## src/rtl/ffn_token_sequencer_pkg.sv

```systemverilog
// rtl/ffn_token_sequencer_pkg.sv - shared types and default parameters for the FFN token sequencer
package ffn_token_sequencer_pkg;

    localparam int FFN_D_IN        = 2;
    localparam int FFN_DW          = 8;
    localparam int FFN_TIMEOUT_CYC = 64;
    localparam int FFN_GAP_CYC     = 2;
    localparam int FFN_CNT_W       = 16;

    // One token in flight: accept, start the engine, wait, hand back, then rest the engine.
    typedef enum logic [2:0] {
        IDLE  = 3'd0,
        ISSUE = 3'd1,
        WAIT  = 3'd2,
        EMIT  = 3'd3,
        GAP   = 3'd4
    } seq_state_t;

endpackage

```

## src/rtl/ffn_token_sequencer_if.sv

```systemverilog
// rtl/ffn_token_sequencer_if.sv - token, engine and result streams plus status of the FFN token sequencer
interface ffn_token_sequencer_if
    import ffn_token_sequencer_pkg::*;
#(
    parameter int D_IN  = FFN_D_IN,
    parameter int DW    = FFN_DW,
    parameter int CNT_W = FFN_CNT_W
);

    // Token stream from upstream
    logic                 tok_valid;
    logic                 tok_ready;
    logic signed [DW-1:0] tok_data [0:D_IN-1];
    logic                 tok_last;

    // Engine start/out_valid handshake
    logic                 ffn_start;
    logic signed [DW-1:0] ffn_in_vec [0:D_IN-1];
    logic                 ffn_out_valid;
    logic signed [DW-1:0] ffn_out_vec [0:D_IN-1];

    // Result stream to downstream
    logic                 res_valid;
    logic                 res_ready;
    logic signed [DW-1:0] res_data [0:D_IN-1];
    logic                 res_last;

    // Status
    logic                 busy;
    logic                 err_timeout;
    logic                 err_spurious;
    logic [CNT_W-1:0]     tok_cnt;
    logic [CNT_W-1:0]     frame_cnt;

    // Sequencer side
    modport master (
        input  tok_valid, tok_data, tok_last, ffn_out_valid, ffn_out_vec, res_ready,
        output tok_ready, ffn_start, ffn_in_vec, res_valid, res_data, res_last,
        output busy, err_timeout, err_spurious, tok_cnt, frame_cnt
    );

    // Environment side: upstream source, engine and downstream sink
    modport slave (
        output tok_valid, tok_data, tok_last, ffn_out_valid, ffn_out_vec, res_ready,
        input  tok_ready, ffn_start, ffn_in_vec, res_valid, res_data, res_last,
        input  busy, err_timeout, err_spurious, tok_cnt, frame_cnt
    );

endinterface

```

## src/rtl/ffn_token_sequencer.sv

```systemverilog
// rtl/ffn_token_sequencer.sv - issues one FFN engine run per token with timeout, recovery gap and frame tracking
module ffn_token_sequencer
    import ffn_token_sequencer_pkg::*;
#(
    parameter int D_IN        = FFN_D_IN,
    parameter int DW          = FFN_DW,
    parameter int TIMEOUT_CYC = FFN_TIMEOUT_CYC,
    parameter int GAP_CYC     = FFN_GAP_CYC,
    parameter int CNT_W       = FFN_CNT_W
) (
    input  logic               clk,
    input  logic               rst,
    ffn_token_sequencer_if.master bus
);

    localparam int TMR_W = $clog2(TIMEOUT_CYC) + 1;
    localparam int GAP_W = $clog2(GAP_CYC) + 1;

    // Run timer terminal value: reached on the TIMEOUT_CYC-th cycle after ffn_start.
    localparam logic [TMR_W-1:0] TMR_LAST = TMR_W'(TIMEOUT_CYC - 1);
    // Gap counter is loaded one cycle after out_valid/abort, so one gap cycle has already elapsed.
    localparam logic [GAP_W-1:0] GAP_LOAD = GAP_W'(GAP_CYC - 1);

    seq_state_t           state_q, state_d;
    logic [TMR_W-1:0]     timer_q, timer_d;
    logic [GAP_W-1:0]     gap_q, gap_d;
    logic signed [DW-1:0] in_buf_q [0:D_IN-1];
    logic signed [DW-1:0] in_buf_d [0:D_IN-1];
    logic                 last_buf_q, last_buf_d;
    logic signed [DW-1:0] res_buf_q [0:D_IN-1];
    logic signed [DW-1:0] res_buf_d [0:D_IN-1];
    logic                 res_valid_q, res_valid_d;
    logic                 res_last_q, res_last_d;

    logic [CNT_W-1:0]     tok_cnt_q, tok_cnt_d;
    logic [CNT_W-1:0]     frame_cnt_q, frame_cnt_d;
    logic                 err_timeout_q, err_timeout_d;
    logic                 err_spurious_q, err_spurious_d;

    logic                 tok_ready_w;
    logic                 res_fire;
    logic                 run_abort;

    // Tokens are only taken in IDLE once the engine recovery gap has run out.
    always_comb begin
        tok_ready_w = (state_q == IDLE) && (gap_q == '0);
    end

    // Next state, run/gap timers and data buffers.
    always_comb begin
        state_d     = state_q;
        timer_d     = timer_q;
        gap_d       = (gap_q != '0) ? gap_q - GAP_W'(1) : gap_q;
        in_buf_d    = in_buf_q;
        last_buf_d  = last_buf_q;
        res_buf_d   = res_buf_q;
        res_valid_d = res_valid_q;
        res_last_d  = res_last_q;
        res_fire    = 1'b0;
        run_abort   = 1'b0;

        unique case (state_q)
            IDLE: begin
                if (tok_ready_w && bus.tok_valid) begin
                    in_buf_d   = bus.tok_data;
                    last_buf_d = bus.tok_last;
                    state_d    = ISSUE;
                end
            end
            ISSUE: begin
                timer_d = '0;
                state_d = WAIT;
            end
            WAIT: begin
                timer_d = timer_q + TMR_W'(1);
                // A result on the terminal-count cycle still counts as on time.
                if (bus.ffn_out_valid) begin
                    res_buf_d   = bus.ffn_out_vec;
                    res_valid_d = 1'b1;
                    res_last_d  = last_buf_q;
                    gap_d       = GAP_LOAD;
                    state_d     = EMIT;
                end else if (timer_q == TMR_LAST) begin
                    run_abort = 1'b1;
                    gap_d     = GAP_LOAD;
                    state_d   = GAP;
                end
            end
            EMIT: begin
                if (res_valid_q && bus.res_ready) begin
                    res_fire    = 1'b1;
                    res_valid_d = 1'b0;
                    state_d     = GAP;
                end
            end
            GAP: begin
                if (gap_q == '0) begin
                    state_d = IDLE;
                end
            end
            default: begin
                state_d = IDLE;
            end
        endcase
    end

    // FSM and buffer registers; reset mid-run drops the token without emitting it.
    always_ff @(posedge clk) begin
        if (rst) begin
            state_q     <= IDLE;
            timer_q     <= '0;
            gap_q       <= '0;
            last_buf_q  <= 1'b0;
            res_valid_q <= 1'b0;
            res_last_q  <= 1'b0;
            for (int i = 0; i < D_IN; i++) begin
                in_buf_q[i]  <= '0;
                res_buf_q[i] <= '0;
            end
        end else begin
            state_q     <= state_d;
            timer_q     <= timer_d;
            gap_q       <= gap_d;
            in_buf_q    <= in_buf_d;
            last_buf_q  <= last_buf_d;
            res_buf_q   <= res_buf_d;
            res_valid_q <= res_valid_d;
            res_last_q  <= res_last_d;
        end
    end

    // Result/frame counters and sticky error flags.
    always_comb begin
        tok_cnt_d      = tok_cnt_q;
        frame_cnt_d    = frame_cnt_q;
        err_timeout_d  = err_timeout_q | run_abort;
        err_spurious_d = err_spurious_q | (bus.ffn_out_valid && (state_q != WAIT));
        if (res_fire) begin
            tok_cnt_d = tok_cnt_q + CNT_W'(1);
            if (res_last_q) begin
                frame_cnt_d = frame_cnt_q + CNT_W'(1);
            end
        end
    end

    // Counter and error registers; errors clear only on reset.
    always_ff @(posedge clk) begin
        if (rst) begin
            tok_cnt_q      <= '0;
            frame_cnt_q    <= '0;
            err_timeout_q  <= 1'b0;
            err_spurious_q <= 1'b0;
        end else begin
            tok_cnt_q      <= tok_cnt_d;
            frame_cnt_q    <= frame_cnt_d;
            err_timeout_q  <= err_timeout_d;
            err_spurious_q <= err_spurious_d;
        end
    end

    assign bus.tok_ready    = tok_ready_w;
    assign bus.ffn_start    = (state_q == ISSUE);
    assign bus.ffn_in_vec   = in_buf_q;
    assign bus.res_valid    = res_valid_q;
    assign bus.res_data     = res_buf_q;
    assign bus.res_last     = res_last_q;
    assign bus.busy         = (state_q != IDLE);
    assign bus.err_timeout  = err_timeout_q;
    assign bus.err_spurious = err_spurious_q;
    assign bus.tok_cnt      = tok_cnt_q;
    assign bus.frame_cnt    = frame_cnt_q;

endmodule

```

## src/flat_wrapper.sv

```systemverilog
// flat-port wrapper written by rule: the top's interface ports become plain ports
module ffn_token_sequencer_flat import ffn_token_sequencer_pkg::*;
#(
    parameter int D_IN        = FFN_D_IN,
    parameter int DW          = FFN_DW,
    parameter int TIMEOUT_CYC = FFN_TIMEOUT_CYC,
    parameter int GAP_CYC     = FFN_GAP_CYC,
    parameter int CNT_W       = FFN_CNT_W
)
  (clk, rst, bus_tok_valid, bus_tok_data, bus_tok_last, bus_ffn_out_valid, bus_ffn_out_vec, bus_res_ready, bus_tok_ready, bus_ffn_start, bus_ffn_in_vec, bus_res_valid, bus_res_data, bus_res_last, bus_busy, bus_err_timeout, bus_err_spurious, bus_tok_cnt, bus_frame_cnt);
  ffn_token_sequencer_if #(.D_IN(D_IN), .DW(DW), .CNT_W(CNT_W)) bus_i ();
  input  logic clk;
  input  logic rst;
  input wire logic [$bits(bus_i.tok_valid)-1:0] bus_tok_valid;
  input wire logic [$bits(bus_i.tok_data)-1:0] bus_tok_data;
  input wire logic [$bits(bus_i.tok_last)-1:0] bus_tok_last;
  input wire logic [$bits(bus_i.ffn_out_valid)-1:0] bus_ffn_out_valid;
  input wire logic [$bits(bus_i.ffn_out_vec)-1:0] bus_ffn_out_vec;
  input wire logic [$bits(bus_i.res_ready)-1:0] bus_res_ready;
  output wire logic [$bits(bus_i.tok_ready)-1:0] bus_tok_ready;
  output wire logic [$bits(bus_i.ffn_start)-1:0] bus_ffn_start;
  output wire logic [$bits(bus_i.ffn_in_vec)-1:0] bus_ffn_in_vec;
  output wire logic [$bits(bus_i.res_valid)-1:0] bus_res_valid;
  output wire logic [$bits(bus_i.res_data)-1:0] bus_res_data;
  output wire logic [$bits(bus_i.res_last)-1:0] bus_res_last;
  output wire logic [$bits(bus_i.busy)-1:0] bus_busy;
  output wire logic [$bits(bus_i.err_timeout)-1:0] bus_err_timeout;
  output wire logic [$bits(bus_i.err_spurious)-1:0] bus_err_spurious;
  output wire logic [$bits(bus_i.tok_cnt)-1:0] bus_tok_cnt;
  output wire logic [$bits(bus_i.frame_cnt)-1:0] bus_frame_cnt;
  assign bus_i.tok_valid = bus_tok_valid;
  assign bus_i.tok_data = {>>{bus_tok_data}};
  assign bus_i.tok_last = bus_tok_last;
  assign bus_i.ffn_out_valid = bus_ffn_out_valid;
  assign bus_i.ffn_out_vec = {>>{bus_ffn_out_vec}};
  assign bus_i.res_ready = bus_res_ready;
  assign bus_tok_ready = bus_i.tok_ready;
  assign bus_ffn_start = bus_i.ffn_start;
  assign bus_ffn_in_vec = {>>{bus_i.ffn_in_vec}};
  assign bus_res_valid = bus_i.res_valid;
  assign bus_res_data = {>>{bus_i.res_data}};
  assign bus_res_last = bus_i.res_last;
  assign bus_busy = bus_i.busy;
  assign bus_err_timeout = bus_i.err_timeout;
  assign bus_err_spurious = bus_i.err_spurious;
  assign bus_tok_cnt = bus_i.tok_cnt;
  assign bus_frame_cnt = bus_i.frame_cnt;
  ffn_token_sequencer #(.D_IN(D_IN), .DW(DW), .TIMEOUT_CYC(TIMEOUT_CYC), .GAP_CYC(GAP_CYC), .CNT_W(CNT_W)) u_core (.clk(clk), .rst(rst), .bus(bus_i));
endmodule
```

## config.mk

```make
export PLATFORM = sky130hd
export DESIGN_NAME = ffn_token_sequencer_flat
export DESIGN_NICKNAME = d
export VERILOG_FILES = /design/src/rtl/ffn_token_sequencer_pkg.sv /design/src/rtl/ffn_token_sequencer_if.sv /design/src/rtl/ffn_token_sequencer.sv /design/src/flat_wrapper.sv
export SDC_FILE = /design/constraint.sdc
export NUM_CORES = 1
export LEC_CHECK = 0
export ABC_AREA = 0
export CAP_MARGIN = 10
export CORE_UTILIZATION = 45
export CTS_CLUSTER_SIZE = 8
export DETAILED_ROUTE_END_ITERATION = 8
export PLACE_DENSITY = 0.78
export SLEW_MARGIN = 20
export SYNTH_ARGS = -nofsm -noshare
export SYNTH_HDL_FRONTEND = slang
export SYNTH_SLANG_ARGS = --single-unit
```

## constraint.sdc

```tcl
create_clock -name clk -period 5.32 [get_ports clk]
set_input_delay 0.532 -clock clk [delete_from_list [all_inputs] [get_ports clk]]
set_output_delay 0.532 -clock clk [all_outputs]
set_load 0.02 [all_outputs]
```

==> flow_summary.ini <==
[cells_and_area]
insertedDiodeCount = 0
fin_area_um2 = 4663
drive_gt1_frac = 0.04908
mostFrequentLayoutCells = 107 x clkdlybuf4s50_1, 81 x dfxtp_1, 53 x nor2_1, 53 x nand2_1, 36 x a21oi_1
utilization = 0.6464
syn2layout_area_growth_pct = 39.48
final_net_count = 526
layout_commonest_cell = clkdlybuf4s50_1

[cts]
hold_buffers = 0
cts_root_buf = clkbuf_8
ctsResizeCount = 0
cts_made_buffers = 9
cts.htree.levels = 3
clk_latency_ns = 0.35
clock_sinks = 81
cts_tree = done
cts_max_path_buffers = 2
cts.clk_slew.worst_paths_ns = 0.07
cts_setup_buffers = 0

[sta]
period_needed_ns = 2.478
slew_viol_final = 0
fin_ws_ns = 2.842
rsz0062_at_grt = false
layout_worst_path_cycle_share = 0.4658
clock.fmax_mhz = 403.6
hold_viol_final = 0
relSlewSlack = 0.3761
worst-slew-pin-transition_ns = 0.9273
setup_viol = 0
fin_tns_setup_ns = 0
finClkSkew_ns = 0.007213

[drt]
first_pass_iters = 4
drt_iter0_markers = 111
antenna_left = 0
viasPerCell = 5.146
drc_errors = 0
dr_total_vias = 3026
wire_per_inst_um = 12.62
wl_mm = 7.423

[placement]
hpwl_mm = 5.223
dp_slack_ns = 2.535
gp_congestion = 0.8147
io_buffers = 108
place_area_um2 = 4453

[die]
dieArea_um2 = 7778
pin_count = 109
die_h_um = 88.20
initial_core_util = 0.4634
die_x_um = 88.20
rows = 31
design.core.area_um2 = 7214

[global_routing]
grt_max_degree = 48
grt_pass1_wl_mm = 12.23
gr-usage-all-layers = 0.2004
grt_antenna_before_repair = 0
grt_pass1_vias = 2776
overflow = 0

[synthesis]
synth_area_per_cell_um2 = 8.706
ys.warnings.count = 0
postSynthCellCount = 384
synth-seq-cells = 81
async_reset_ff_frac = 0
synth.net_count = 425
seq_area_frac_synth = 0.4850
synth_edf_count = 0
ys.flop_type = dfxtp_1
synthesis.area_um2 = 3343
yosysUniqueCellTypes = 43

[power]
leakage_nw = 1.703
ir_drop_v = 0.0002332
p_per_area_nw_per_um2 = 368.2

[setup_path]
cp-start-kind = flip-flop
r2r-start = u_core.state_q[0]
r2r_end = u_core.bus.frame_cnt[13]
worstPathMaxFanout = 9
crit_required_ns = 4.79
critical_path_class = flip-flop to output port
ff2ff_path_depth = 4
arrival_ns = 1.95
worstSetupEndpointType = output port
reg2reg_setup_slack_ns = 2.90

[worst_hold_path]
whs_path_depth = 2
worstHoldStart = u_core.bus.res_data[10]
hp-class = flip-flop to flip-flop
min_to = u_core.bus.res_data[10]

[run_status]
status = completed

[job]
drv_cap = 0
[Yosys cell counts (2+ instances only)]
cell / number / share of area
a31oi_1: 2 / 0.0037
nand2_1: 53 / 0.060
a311oi_1: 3 / 0.0079
and3_1: 3 / 0.0056
nor3_1: 4 / 0.0060
ha_1: 3 / 0.011
nor2_1: 53 / 0.060
dfxtp_1: 81 / 0.49
nand3b_1: 2 / 0.0045
nor4_1: 5 / 0.0094
and4_1: 7 / 0.018
mux2i_1: 17 / 0.051
inv_1: 6 / 0.0067
buf_6: 3 / 0.010
mux2_2: 4 / 0.013
clkbuf_1: 12 / 0.013
or3_1: 11 / 0.021
nand4_1: 11 / 0.021
o21ai_0: 14 / 0.021
nor2b_1: 4 / 0.0075
o311ai_0: 2 / 0.0052
buf_2: 3 / 0.0045
a21oi_1: 36 / 0.054
xor2_1: 8 / 0.021
nand3_1: 13 / 0.019
xnor2_1: 7 / 0.018
[logic make-up after synthesis]
group | Yosys count | share of synthesized area
AOI/OAI and AO/OA | 64 | 0.1089
xor gates and xnor gates | 15 | 0.03930
adders and majority gates | 3 | 0.01123
buffers and inverters | 25 | 0.03592
DFF | 81 | 0.4850
muxes | 21 | 0.06437
and+or+nand+nor | 175 | 0.2552
[power breakdown]
part	switching, mW	internal, mW
Combinational	0.280	0.238
Clock	0.208	0.274
Sequential	0.0499	0.667
Total	0.538	1.18
[state kept, by name, indices dropped and copies added, names as in the netlist]
signal	cells
u_core.bus.ffn_in_vec	16
u_core.bus.frame_cnt	16
u_core.bus.res_data	16
u_core.bus.tok_cnt	16
u_core.timer_q	7
u_core.state_q	3
u_core.gap_q	2
u_core.bus.err_spurious	1
u_core.bus.err_timeout	1
u_core.bus.res_last	1
u_core.bus.res_valid	1
u_core.last_buf_q	1
[per-stage QoR]
stage               power (mW)  instances  hold slack [ns]
floorplan                1.077        384           0.4316
global placement         1.238        573           0.4411
detailed placement       1.251        573           0.4482
CTS                      1.734        588           0.4571
global route             1.803        588           0.4676
finish                   1.717        588           0.4521
[area by class of cell]
type                       instances  area [um2]
fill                             622        2551
multi-input combinational        278        1602
inverter                           6       22.52
clock buffer                      12       145.1
timing repair buffer             109        1084
clock inverter                     3       65.06
sequential                        81        1622
tap                               99       123.9
[per-layer routing]
layer,GRT usage,routed length (um),part of all wire,vias to the layer above
li1,-,-,-,1546
met4,0.08065,103,0.014,0
met1,0.2411,3326,0.45,1387
met3,0.06975,559,0.075,9
met2,0.3273,3434,0.46,84
met5,0,0,0,-
[worst max path at each step]
stage | start | endpoint | slack, ns | cells after the start
2_1_floorplan | u_core.state_q[0] | u_core.bus.ffn_in_vec[0] | 3.36 | 7
3_3_place_gp | bus_res_ready | u_core.bus.frame_cnt[13] | 2.59 | 5
3_5_place_dp | bus_res_ready | u_core.bus.frame_cnt[13] | 2.53 | 5
4_1_cts | u_core.state_q[0] | bus_tok_ready | 2.82 | 3
5_1_grt | u_core.state_q[0] | u_core.bus.frame_cnt[13] | 2.67 | 4
6_report | u_core.state_q[0] | bus_tok_ready | 2.84 | 3
[critical path, cell delays in order, from the launching register on]
cell             delay (ns)
dfxtp_1                0.39
or3_4                  0.43
nor3_1                 0.14
clkdlybuf4s50_1        0.64
No activity file was read; power rests on OpenSTA's default activity.
